File: src/rtl/mem_arbiter.sv
// Two-requester round-robin arbiter in front of a single memory port.
// Optional watchdog on the memory handshake: define MEM_ARB_TIMEOUT_EN.
module mem_arbiter #(
    parameter int WIDTH      = 16,
    parameter int ADDR_WIDTH = 16,
    parameter int TIMEOUT    = 15
) (
    input  logic                  clk_i,
    input  logic                  rst_i,
    input  logic [ADDR_WIDTH-1:0] m0_addr_i,
    input  logic [WIDTH-1:0]      m0_wdata_i,
    input  logic                  m0_wr_rd_i,
    input  logic                  m0_valid_i,
    output logic                  m0_ready_o,
    output logic [WIDTH-1:0]      m0_rdata_o,
    input  logic [ADDR_WIDTH-1:0] m1_addr_i,
    input  logic [WIDTH-1:0]      m1_wdata_i,
    input  logic                  m1_wr_rd_i,
    input  logic                  m1_valid_i,
    output logic                  m1_ready_o,
    output logic [WIDTH-1:0]      m1_rdata_o,
    output logic [ADDR_WIDTH-1:0] mem_addr_o,
    output logic [WIDTH-1:0]      mem_wdata_o,
    output logic                  mem_wr_rd_o,
    output logic                  mem_valid_o,
    input  logic                  mem_ready_i,
    input  logic [WIDTH-1:0]      mem_rdata_i,
    output logic                  err_o
);

    typedef enum logic [1:0] {IDLE, REQ, DONE} state_t;

    state_t                  state_q, state_d;
    logic                    last_q, last_d;
    logic                    gnt_q, gnt_d;
    logic [ADDR_WIDTH-1:0]   mem_addr_q, mem_addr_d;
    logic [WIDTH-1:0]        mem_wdata_q, mem_wdata_d;
    logic                    mem_wr_rd_q, mem_wr_rd_d;
    logic                    mem_valid_q, mem_valid_d;
    logic                    m0_ready_q, m0_ready_d;
    logic                    m1_ready_q, m1_ready_d;
    logic [WIDTH-1:0]        m0_rdata_q, m0_rdata_d;
    logic [WIDTH-1:0]        m1_rdata_q, m1_rdata_d;
    logic                    pick;

    // On a tie the requester that was not granted last wins.
    assign pick = (m0_valid_i && m1_valid_i) ? ~last_q : m1_valid_i;

`ifdef MEM_ARB_TIMEOUT_EN
    localparam int CW = (TIMEOUT > 1) ? $clog2(TIMEOUT + 1) : 1;
    logic [CW-1:0] cnt_q, cnt_d;
    logic          err_q, err_d;
    assign err_o = err_q;
`else
    // TIMEOUT only matters to the watchdog; without it err_o is constant 0.
    assign err_o = (TIMEOUT < 0);
`endif

    always_comb begin
        state_d     = state_q;
        last_d      = last_q;
        gnt_d       = gnt_q;
        mem_addr_d  = mem_addr_q;
        mem_wdata_d = mem_wdata_q;
        mem_wr_rd_d = mem_wr_rd_q;
        mem_valid_d = mem_valid_q;
        m0_ready_d  = 1'b0;
        m1_ready_d  = 1'b0;
        m0_rdata_d  = m0_rdata_q;
        m1_rdata_d  = m1_rdata_q;
`ifdef MEM_ARB_TIMEOUT_EN
        cnt_d       = cnt_q;
        err_d       = 1'b0;
`endif
        case (state_q)
            IDLE: begin
                if (m0_valid_i || m1_valid_i) begin
                    gnt_d       = pick;
                    last_d      = pick;
                    mem_addr_d  = pick ? m1_addr_i  : m0_addr_i;
                    mem_wdata_d = pick ? m1_wdata_i : m0_wdata_i;
                    mem_wr_rd_d = pick ? m1_wr_rd_i : m0_wr_rd_i;
                    mem_valid_d = 1'b1;
`ifdef MEM_ARB_TIMEOUT_EN
                    cnt_d       = '0;
`endif
                    state_d     = REQ;
                end
            end
            REQ: begin
                if (mem_ready_i) begin
                    mem_valid_d = 1'b0;
                    if (!mem_wr_rd_q) begin
                        if (gnt_q) m1_rdata_d = mem_rdata_i;
                        else       m0_rdata_d = mem_rdata_i;
                    end
                    m0_ready_d  = ~gnt_q;
                    m1_ready_d  = gnt_q;
                    state_d     = DONE;
                end
`ifdef MEM_ARB_TIMEOUT_EN
                else if (cnt_q == CW'(TIMEOUT - 1)) begin
                    // Abort: complete the requester with err_o, rdata untouched.
                    mem_valid_d = 1'b0;
                    m0_ready_d  = ~gnt_q;
                    m1_ready_d  = gnt_q;
                    err_d       = 1'b1;
                    state_d     = DONE;
                end else begin
                    cnt_d = cnt_q + 1'b1;
                end
`endif
            end
            DONE: begin
                if (!mem_ready_i) state_d = IDLE;
            end
            default: state_d = IDLE;
        endcase
    end

    always_ff @(posedge clk_i) begin
        if (!rst_i) begin
            state_q     <= IDLE;
            last_q      <= 1'b1;
            gnt_q       <= 1'b0;
            mem_addr_q  <= '0;
            mem_wdata_q <= '0;
            mem_wr_rd_q <= 1'b0;
            mem_valid_q <= 1'b0;
            m0_ready_q  <= 1'b0;
            m1_ready_q  <= 1'b0;
            m0_rdata_q  <= '0;
            m1_rdata_q  <= '0;
`ifdef MEM_ARB_TIMEOUT_EN
            cnt_q       <= '0;
            err_q       <= 1'b0;
`endif
        end else begin
            state_q     <= state_d;
            last_q      <= last_d;
            gnt_q       <= gnt_d;
            mem_addr_q  <= mem_addr_d;
            mem_wdata_q <= mem_wdata_d;
            mem_wr_rd_q <= mem_wr_rd_d;
            mem_valid_q <= mem_valid_d;
            m0_ready_q  <= m0_ready_d;
            m1_ready_q  <= m1_ready_d;
            m0_rdata_q  <= m0_rdata_d;
            m1_rdata_q  <= m1_rdata_d;
`ifdef MEM_ARB_TIMEOUT_EN
            cnt_q       <= cnt_d;
            err_q       <= err_d;
`endif
        end
    end

    assign mem_addr_o  = mem_addr_q;
    assign mem_wdata_o = mem_wdata_q;
    assign mem_wr_rd_o = mem_wr_rd_q;
    assign mem_valid_o = mem_valid_q;
    assign m0_ready_o  = m0_ready_q;
    assign m1_ready_o  = m1_ready_q;
    assign m0_rdata_o  = m0_rdata_q;
    assign m1_rdata_o  = m1_rdata_q;

endmodule
File: config.mk
export PLATFORM = sky130hd
export DESIGN_NAME = mem_arbiter
export DESIGN_NICKNAME = d
export VERILOG_FILES = /design/src/rtl/mem_arbiter.sv
export SDC_FILE = /design/constraint.sdc
export NUM_CORES = 1
export LEC_CHECK = 0
export ABC_AREA = 0
export BUFFER_PORTS_ARGS = -buffer_cell sky130_fd_sc_hd__buf_2
export CORE_ASPECT_RATIO = 0.5
export CORE_MARGIN = 8
export CORE_UTILIZATION = 49
export CTS_CLUSTER_DIAMETER = 200
export CTS_CLUSTER_SIZE = 10
export DETAILED_ROUTE_END_ITERATION = 6
export MAX_ROUTING_LAYER = met4
export PLACE_DENSITY = 0.86
export SYNTH_ARGS = -nofsm -noshare
export SYNTH_HDL_FRONTEND = slang
export SYNTH_SLANG_ARGS = --single-unit
export TNS_END_PERCENT = 30
File: constraint.sdc
create_clock -name clk_i -period 2.5 [get_ports clk_i]
set_clock_uncertainty 0.1 [all_clocks]
set_input_delay 0.5 -clock clk_i [delete_from_list [all_inputs] [get_ports clk_i]]
set_output_delay 0.5 -clock clk_i [all_outputs]
set_load 0.02 [all_outputs]
Word-level counts from Yosys, hierarchy flattened
Index checks and enable logic that the tools add are counted.

Flip-flop bits (word level): 72. Bits of input ports: 87. Output and inout port bits: 69. Logic and storage cells: 40.

Equal/unequal tests: 5. Mux-type cells: 11. Bitwise gates (word level): 3. Reduce and logical (&&, ||, !) cells: 10.

Operators with widths (count): two-way mux 16 bit (2); AND reduction 3 bit (3); AND reduction 4 bit (2); two-way mux 2 bit (3); != test 2 bit (second input constant) (3); case mux 2 bit (3 select lines) (1); two-way mux 1 bit (4); inverter 1 bit (3); == test 2 x 1 -> 1 bit (second input constant) (1); == test 2 bit (second input constant) (1); zero test 2 bit (1); case mux 1 bit (2 select lines) (1); AND reduction 2 bit (1); nonzero test 2 bit (1); logical AND 1 bit (1); logical OR 1 bit (1).

Depth between registers and ports, before layout
Gate-level depths: netlist (run 1).

Depth after elaboration: 3. Depth in mapped cells: 6. Depth with buffers taken out: 3.

Least setup slack after synthesis (run 1)
OpenSTA, ideal clock, no wires.

Path type: in2reg. Start point: input port m1_valid_i. End point: register state_q[0]. Library setup time: 115 ps. Arrival: 1434 ps. Required time: 2285 ps. Setup slack: 851 ps. Stages: 6. Path buffers: 3. Cells stage by stage: or2_1 > buf_2 > and2_1 > buf_6 > buf_6 > o21a_1.

Longest elaborated chain between the ends: 3.

RTL lines: start: declaration (RTL line 19) `input logic m1_valid_i,`; logical OR 1 bit (RTL line 77) `if (m0_valid_i || m1_valid_i) begin`; != test 2 bit (no line); AND reduction 3 bit (no line); end signal: assignment (RTL line 139) `state_q <= state_d;`; end: declaration (RTL line 33) `state_t state_q, state_d;`.

No other way between the ends. A chain may end at the register's enable or synchronous reset.

Worst setup path after layout (run 1)
Start point: register state_q[1]. End point: register m1_rdata_q[9] (netlist: m1_rdata_o[9]).

Longest elaborated chain between the ends: 2.

RTL lines: == test 2 x 1 -> 1 bit (RTL line 75) `case (state_q)`; AND reduction 4 bit (no line); end signal: assignment (RTL line 149) `m1_rdata_q <= m1_rdata_d;`; end: declaration (RTL line 43) `logic [WIDTH-1:0] m1_rdata_q, m1_rdata_d;`.

No other way between the ends.

==> results.json, run 1 <==
{
  "status": "complete, no violations",
  "mostFrequentLayoutCells": "buf_2, nand2_1, dfxtp_1, a21oi_1, mux2i_1",
  "crit_slowest_cell": "or3_1",
  "die_x_um": 127.1,
  "fillCellCount": 506,
  "r2r_cells": 3,
  "core-area_um2": 6006,
  "finalSetupViolCount": 0,
  "crit_start": "state_q[1]",
  "reg2reg_from": "state_q[1]",
  "rows": 20,
  "worst_pin_slew_ps": 895.4,
  "post_cts_hold_buffer_count": 0,
  "root_buffer": "clkbuf_16",
  "path_depth": 3,
  "clock_latency_ps": 330,
  "routed_wl_um": 8623,
  "fin_crit_ps": 1760,
  "clock-sinks": 72,
  "io_buffers": 154,
  "diodes": 0,
  "grt_max_degree": 53,
  "crit_fanout": 16,
  "avgSynthCellArea_um2": 8.809,
  "post_cts_resized": 0,
  "syn_nets": 430,
  "slowest_delay_ps": 710,
  "p_per_area_nw_per_um2": 789.0,
  "area_growth_pct": 37.35,
  "final.setup.tns_ps": 0,
  "ant_nets": 0,
  "overflow": 0,
  "critical_path_buf_inv_count": 0,
  "hp-class": "primary input to flop",
  "hp-start": "m0_addr_i[3]",
  "antenna_found_initial": 0,
  "vias_per_cell": 5.142,
  "routed-wl-met3_um": 559,
  "drcViolationCount": 0,
  "crit_family": "simple AND/OR/NAND/NOR gates",
  "ios": 156,
  "reg2reg_slack_ps": 740,
  "max_freq_mhz": 568.1,
  "via_count": 2931,
  "cp.required_ps": 2650,
  "firstDrtPassIters": 4,
  "seq_area_frac_synth_pct": 47.70,
  "nNetsFinal": 575,
  "grt_pass1_wl_um": 13810,
  "first_global_vias": 2945,
  "gp_congestion": 0.7865,
  "yosysUniqueCellTypes": 30,
  "numCtsBuffers": 9,
  "wl_per_cell_um": 15.13,
  "dpl_cell_area_um2": 3809,
  "wl_met1_um": 3534,
  "met2WireLength_um": 4385,
  "final_common_cell": "buf_2",
  "syn_inst": 343,
  "drv_slew": 0,
  "rsz0062_at_grt": "false",
  "drive_above_1_share_pct": 38.34,
  "htree_levels": 3,
  "fin_crit_sh_pct": 70.41,
  "crit_arrival_ps": 1910,
  "cts_setup_buffers": 0,
  "clock_path_buffers": 2,
  "fin_area_um2": 4150,
  "timing.final.hold_violations": 0,
  "yosys_register_bits": 72,
  "start_kind": "flop",
  "vdd_drop_max_v": 0.0004903,
  "cap_violations": 0,
  "dp_hpwl_um": 6341,
  "p_leak_uw": 0.002069,
  "initial_core_util_pct": 50.31,
  "yosysWarnings": 0,
  "dieArea_um2": 9088,
  "path_class": "flop to flop",
  "top_layer": "met4",
  "slew-limit-headroom_pct": 40.31,
  "dr.first_iter.drc_count": 153,
  "fp.dieH_um": 71.53,
  "grt_use_total_pct": 19.16,
  "path_clk_slew_ps": 50,
  "path_cells": "nand3b_4 -> or3_1 -> mux2i_1",
  "cp-end-kind": "flop",
  "syn_area_um2": 3022,
  "hold_depth": 3,
  "cts_tree": "yes"
}
## cells in the mapped netlist
cell	n	area, um^2
dfxtp_1	72	1441
nor2_1	3	11.26
buf_1	2	7.510
mux2i_1	32	320.3
o21a_1	2	15.01
a21bo_2	1	10.01
buf_12	1	20.02
a311oi_2	2	30.03
a21boi_2	1	11.26
inv_1	1	3.750
o21ai_0	1	5.000
or3_1	1	6.260
nor3_4	1	16.27
nor3_1	3	15.01
nand3b_4	1	20.02
or2_1	1	6.260
a21oi_1	36	180.2
nand2b_1	1	6.260
or2b_1	1	7.510
conb_1	1	3.750
clkinv_1	1	3.750
a22oi_1	1	7.510
and3_1	1	6.260
clkbuf_1	19	71.32
a311oi_1	31	271.5
buf_4	2	15.01
and2_1	1	6.260
nand2_1	115	431.7
buf_2	3	15.01
buf_6	5	56.30
## worst reg2reg max path, stage by stage (launching register included)
cell      delay, ps
dfxtp_1         390
nand3b_4        190
or3_1           710
mux2i_1         290
## report_power, final
| part | switching [uW] | internal (uW) |
|---|---|---|
| combinational | 351 | 224 |
| sequential | 48.5 | 1240 |
| clock | 461 | 954 |
## routing by layer
metal / GRT usage (%) / up-vias
met5: - / -
met4: 7.320 / 0
met3: 6.736 / 16
met2: 33.14 / 101
met1: 20.02 / 1336
li1: - / 1478
## metrics by stage
step / setup slack (ps) / utilization (%) / total power, uW / instances / hold slack, ps
finish: 739.8 / 69.10 / 3274 / 570 / 328.7
CTS: 726.5 / 69.10 / 3304 / 570 / 320.0
floorplan: 851.3 / - / 1675 / 343 / 381.2
global route: 651.8 / 69.10 / 3410 / 570 / 323.2
detailed placement: 560.6 / 63.42 / 1883 / 554 / 342.8
global placement: 600.1 / 63.42 / 1869 / 554 / 339.1
## layout make-up
type	count	area (um^2)	area share (%)
multi-input cells	237	1390	33.49
clock buffers	12	266.5	6.421
repair buffers	166	873.3	21.04
flip-flops and latches	72	1441	34.73
clock inverters	4	75.07	1.809
well taps	77	96.34	2.321
inverters	2	7.507	0.1809
## registers in the layout, summed over array words and instances (netlist names)
name,flops
m0_rdata_o,16
m1_rdata_o,16
mem_addr_o,16
mem_wdata_o,16
state_q,2
gnt_q,1
last_q,1
m0_ready_o,1
m1_ready_o,1
mem_valid_o,1
mem_wr_rd_o,1
## worst paths after layout
check | to
max | m1_rdata_o[9]
min | mem_addr_o[3]
max reg2reg | m1_rdata_o[9]
min reg2reg | m0_rdata_o[12]
## kinds of logic after synthesis
kind of cell | count (synthesis) | share of synthesized area (%)
other | 1 | 0.1241
AOI/OAI and AO/OA | 75 | 17.56
muxes | 32 | 10.60
buffers and inverters | 34 | 6.376
DFF | 72 | 47.70
and+or+nand+nor | 129 | 17.64
(Power assumes the default switching activity.)
==> run 2: changes to the inputs <==
CORE_UTILIZATION = 41   (was 49)
PLACE_DENSITY = 0.76   (was 0.86)
clock period = 1.5 ns   (was 2.5 ns; I/O delays follow)
==> run 2 against run 1 <==
Total power is 61% higher. Non-clock buffer count is 8 higher. Flip-flop and latch count did not move. Critical path depth shrank 1. Largest cell class unchanged. Largest power group is now sequential cells. Highest routed layer unchanged.
==> results.json, run 2 (synthesis results as in run 1) <==
{
  "start_kind": "flop",
  "path_clk_slew_ps": 50,
  "p_clk_share_pct": 40.4,
  "die_x_um": 137.4,
  "htree_levels": 3,
  "path_class": "flop to primary output",
  "routed_wl_um": 8906,
  "post_cts_resized": 0,
  "via_count": 2995,
  "core-area_um2": 7239,
  "slowest_delay_ps": 350,
  "diodes": 0,
  "p_comb_share_pct": 19.0,
  "first_global_vias": 2975,
  "status": "complete, no violations",
  "max_freq_mhz": 707.1,
  "dp_hpwl_um": 6568,
  "drv_slew": 0,
  "clock-sinks": 72,
  "grt_pass1_wl_um": 14430,
  "path_cells": "buf_4 -> buf_2",
  "cts_tree": "yes",
  "crit_arrival_ps": 1010,
  "p_leak_uw": 0.002112,
  "p_sw_share_pct": 27.18,
  "grt_use_total_pct": 17.33,
  "mostFrequentLayoutCells": "buf_2, nand2_1, dfxtp_1, a21oi_1, mux2i_1",
  "final_common_cell": "buf_2",
  "dr.first_iter.drc_count": 168,
  "ios": 156,
  "clock_latency_ps": 330,
  "rows": 22,
  "internal_power_uw": 3841,
  "overflow": 0,
  "cap_violations": 0,
  "area_growth_pct": 40.04,
  "p_per_area_nw_per_um2": 1247,
  "finalSetupViolCount": 0,
  "fin_crit_sh_pct": 94.29,
  "vias_per_cell": 5.017,
  "ant_nets": 0,
  "io_buffers": 154,
  "initial_core_util_pct": 41.74,
  "cp-end-kind": "primary output",
  "total_power_uw": 5275,
  "dieArea_um2": 10540,
  "gp_congestion": 0.7862,
  "drive_above_1_share_pct": 39.12,
  "root_buffer": "clkbuf_16",
  "nNetsFinal": 583,
  "crit_slowest_cell": "dfxtp_1",
  "cp.required_ps": 1100,
  "clock_path_buffers": 2,
  "seqPwrFrac_pct": 40.6,
  "fp.dieH_um": 76.71,
  "numCtsBuffers": 9,
  "post_cts_hold_buffer_count": 0,
  "p_switching_uw": 1434,
  "cts_setup_buffers": 0,
  "finalNonFillerCells": 597,
  "crit_fanout": 3,
  "rsz0062_at_grt": "false",
  "fin_crit_ps": 1414,
  "drcViolationCount": 0,
  "antenna_found_initial": 0,
  "wl_per_cell_um": 14.92,
  "timing.final.hold_violations": 0,
  "hp-class": "primary input to flop",
  "firstDrtPassIters": 4,
  "grt_max_degree": 53,
  "dp.cells": 581,
  "vdd_drop_max_v": 0.0005947
}
==> run 2: final timing paths <==
check / cells past startpoint / start / slack, ps / to
min: 3 / m0_addr_i[4] / 130 / mem_addr_o[4]
max reg2reg: 5 / state_q[1] / 90 / m0_rdata_o[13]
max: 2 / mem_wr_rd_o / 90 / mem_wr_rd_o
min reg2reg: 2 / m1_rdata_o[6] / 350 / m1_rdata_o[6]
==> run 2: through the flow <==
stage / utilization, % / area, um^2 / TNS, ps / hold slack [ps] / setup slack [ps]
2_1_floorplan: - / 3022 / 0 / 316.1 / 51.32
3_3_place_gp: 54.29 / 3930 / 0 / 341.6 / 64.50
3_5_place_dp: 54.29 / 3930 / -27.06 / 351.1 / -27.06
4_1_cts: 58.43 / 4230 / 0 / 116.8 / 35.93
5_1_grt: 58.45 / 4232 / 0 / 127.8 / 4.123
6_report: 58.45 / 4232 / 0 / 128.4 / 85.69
==> run 2: layout make-up <==
type                       count  area (um^2)
clock inverter                 3        40.04
timing repair buffer         174        970.9
tap                           96        120.1
sequential                    72         1443
clock buffer                  13        260.3
multi-input combinational    237         1390
fill                         650         3008
inverter                       2        7.507
==> run 2: metal layers <==
metal	track usage, %	up-vias	part of all wire (%)
met5	-	-	0
met4	6.028	0	1.9
met3	5.137	14	5.3
met2	29.01	86	52
met1	19.29	1400	41
li1	-	1495	-
==> run 2: critical path: cells and delay by family, from the launching register on <==
kind,cells,cell delay [ps]
buf+inv,2,340
flops,1,350
==> run 2: power groups by stage <==
stage / Clock [uW] / Combinational, uW / Sequential (uW)
global placement: 0 / 991 / 2180
finish: 2130 / 1000 / 2140
floorplan: 0 / 446 / 2350
global route: 2250 / 1090 / 2160
CTS: 2180 / 1010 / 2140
detailed placement: 0 / 1000 / 2180
==> run 3: changes to the inputs <==
CORE_UTILIZATION = 30   (was 41)
GPL_TIMING_DRIVEN = 0   (was unset)
PLACE_DENSITY = unset   (was 0.76)
==> run 3 against run 2 <==
Non-clock buffer count is 16 higher. Flip-flop and latch count did not move. Final cell count rose by 9.5%. Count of clock-buffer cells in the layout is 1 lower. Via count is 3.1% higher. Wire length is 19% higher. Setup slack got worse by 65 ps. Combinational power up 5%. Maximum frequency decreased by 4.4%. Design area increased by 2.7%. Die area rose by 30%. Largest power group unchanged.
==> results.json, run 3 (synthesis results as in run 1) <==
{
  "grt_max_degree": 11,
  "rows": 26,
  "hp-class": "primary input to flop",
  "via_count": 3087,
  "slew-limit-headroom_pct": 57.88,
  "drcViolationCount": 0,
  "place_ws_ps": -339.3,
  "final_common_cell": "buf_2",
  "dp_hpwl_um": 8438,
  "grt_pass1_wl_um": 16500,
  "hold_end": "state_q[1]",
  "diodes": 0,
  "first_global_vias": 3225,
  "routed_wl_um": 10630,
  "overflow": 0,
  "fillCellCount": 1012,
  "clock_latency_ps": 330,
  "p_leak_uw": 0.002132,
  "clock_path_buffers": 2,
  "fin_area_um2": 4347,
  "final.setup.tns_ps": 0,
  "gp_congestion": 0.7520,
  "path_clk_slew_ps": 50,
  "max_freq_mhz": 675.9,
  "fin_ws_ps": 20.53,
  "top_usage_layer": "met2",
  "dieArea_um2": 13730,
  "dpl_cell_area_um2": 3963,
  "r2r_cells": 4,
  "root_buffer": "clkbuf_16",
  "fp.dieH_um": 86.97,
  "ios": 156,
  "drive_above_1_share_pct": 40.66,
  "gr-usage-met3_pct": 4.950,
  "hp-start": "mem_ready_i",
  "cap_violations": 0,
  "core-area_um2": 9987,
  "die_x_um": 157.9,
  "rsz0062_at_grt": "true",
  "area_growth_pct": 43.85,
  "worst_pin_slew_ps": 631.8,
  "mostFrequentLayoutCells": "buf_2, nand2_1, dfxtp_1, a21oi_1, mux2i_1",
  "wl_per_cell_um": 16.25,
  "timing.final.hold_violations": 0,
  "finalSetupViolCount": 0,
  "numCtsBuffers": 9,
  "start_kind": "flop",
  "vdd_drop_max_v": 0.0004730,
  "clock-sinks": 72,
  "io_buffers": 153,
  "drv_slew": 0,
  "htree_levels": 3,
  "nNetsFinal": 599,
  "fin_crit_sh_pct": 98.63,
  "post_cts_hold_buffer_count": 0,
  "cts_tree": "yes",
  "met1_usage_pct": 20.03,
  "reg2reg_from": "state_q[1]",
  "grt_use_total_pct": 15.70,
  "crit_arrival_ps": 1590,
  "firstDrtPassIters": 4,
  "vias_per_cell": 4.720,
  "cp-end-kind": "flop",
  "path_class": "flop to flop",
  "dr.first_iter.drc_count": 115,
  "ant_nets": 0,
  "cp.required_ps": 1610,
  "status": "complete, no violations",
  "crit_fanout": 10,
  "antenna_found_initial": 0,
  "initial_core_util_pct": 30.26,
  "met2_usage_pct": 23.43,
  "hold_depth": 3,
  "final_util_pct": 43.52,
  "fin_crit_ps": 1479,
  "reg2reg_slack_ps": 20,
  "p_per_area_nw_per_um2": 1178,
  "r2r-end": "m1_rdata_o[14]",
  "total_power_uw": 5122
}
run 3: critical path, cell delays in order (launching register included):
cell and delay [ps]:
dfxtp_2 340, nand3b_4 180, or3_4 420, buf_12 170, mux2i_2 140
run 3: power by group:
group | leakage [uW] | switching [uW] | internal [uW]
Clock | 0.000130 | 740 | 1180
Sequential | 0.000591 | 87.6 | 2060
Combinational | 0.00141 | 628 | 425
Total | 0.00213 | 1450 | 3670
run 3: cell type report:
type	instances	area, um^2	area share [%]
buffer	31	216.5	4.980
clock buffer	12	256.5	5.901
clock inverter	1	5.005	0.1151
inverter	2	11.26	0.2591
multi-input combinational	237	1413	32.50
sequential	72	1446	33.28
tap	140	175.2	4.030
timing repair buffer	159	823.3	18.94
run 3: worst max path at each step:
| stage | startpoint | endpoint | slack, ps | cells after the start |
|---|---|---|---|---|
| global placement | rst_i | mem_addr_o[10] | -270 | 4 |
| CTS | state_q[1] | m1_rdata_o[10] | -30 | 5 |
| floorplan | m1_valid_i | state_q[0] | 50 | 6 |
| detailed placement | rst_i | mem_addr_o[9] | -340 | 4 |
| finish | state_q[1] | m1_rdata_o[14] | 20 | 4 |
| global route | state_q[1] | m1_rdata_o[14] | -8 | 4 |
run 3: metrics by stage:
step,std cells,hold slack [ps]
after floorplan,343,316.1
after global placement,636,341.2
after detailed placement,636,343.8
after CTS,650,113.6
after global routing,654,126.9
final,654,126.3
run 3: timing repair:
action	in CTS	in global routing
pin swaps	1	4
resized for setup	17	30
buffers inserted	1	5
setup endpoints to repair	53	42
hold endpoints to repair	0	0
run 3: layer usage:
metal	vias to the layer above	wire, um
li1	1524	-
met3	7	698
met5	-	0
met4	0	83
met2	99	4650
met1	1457	5195
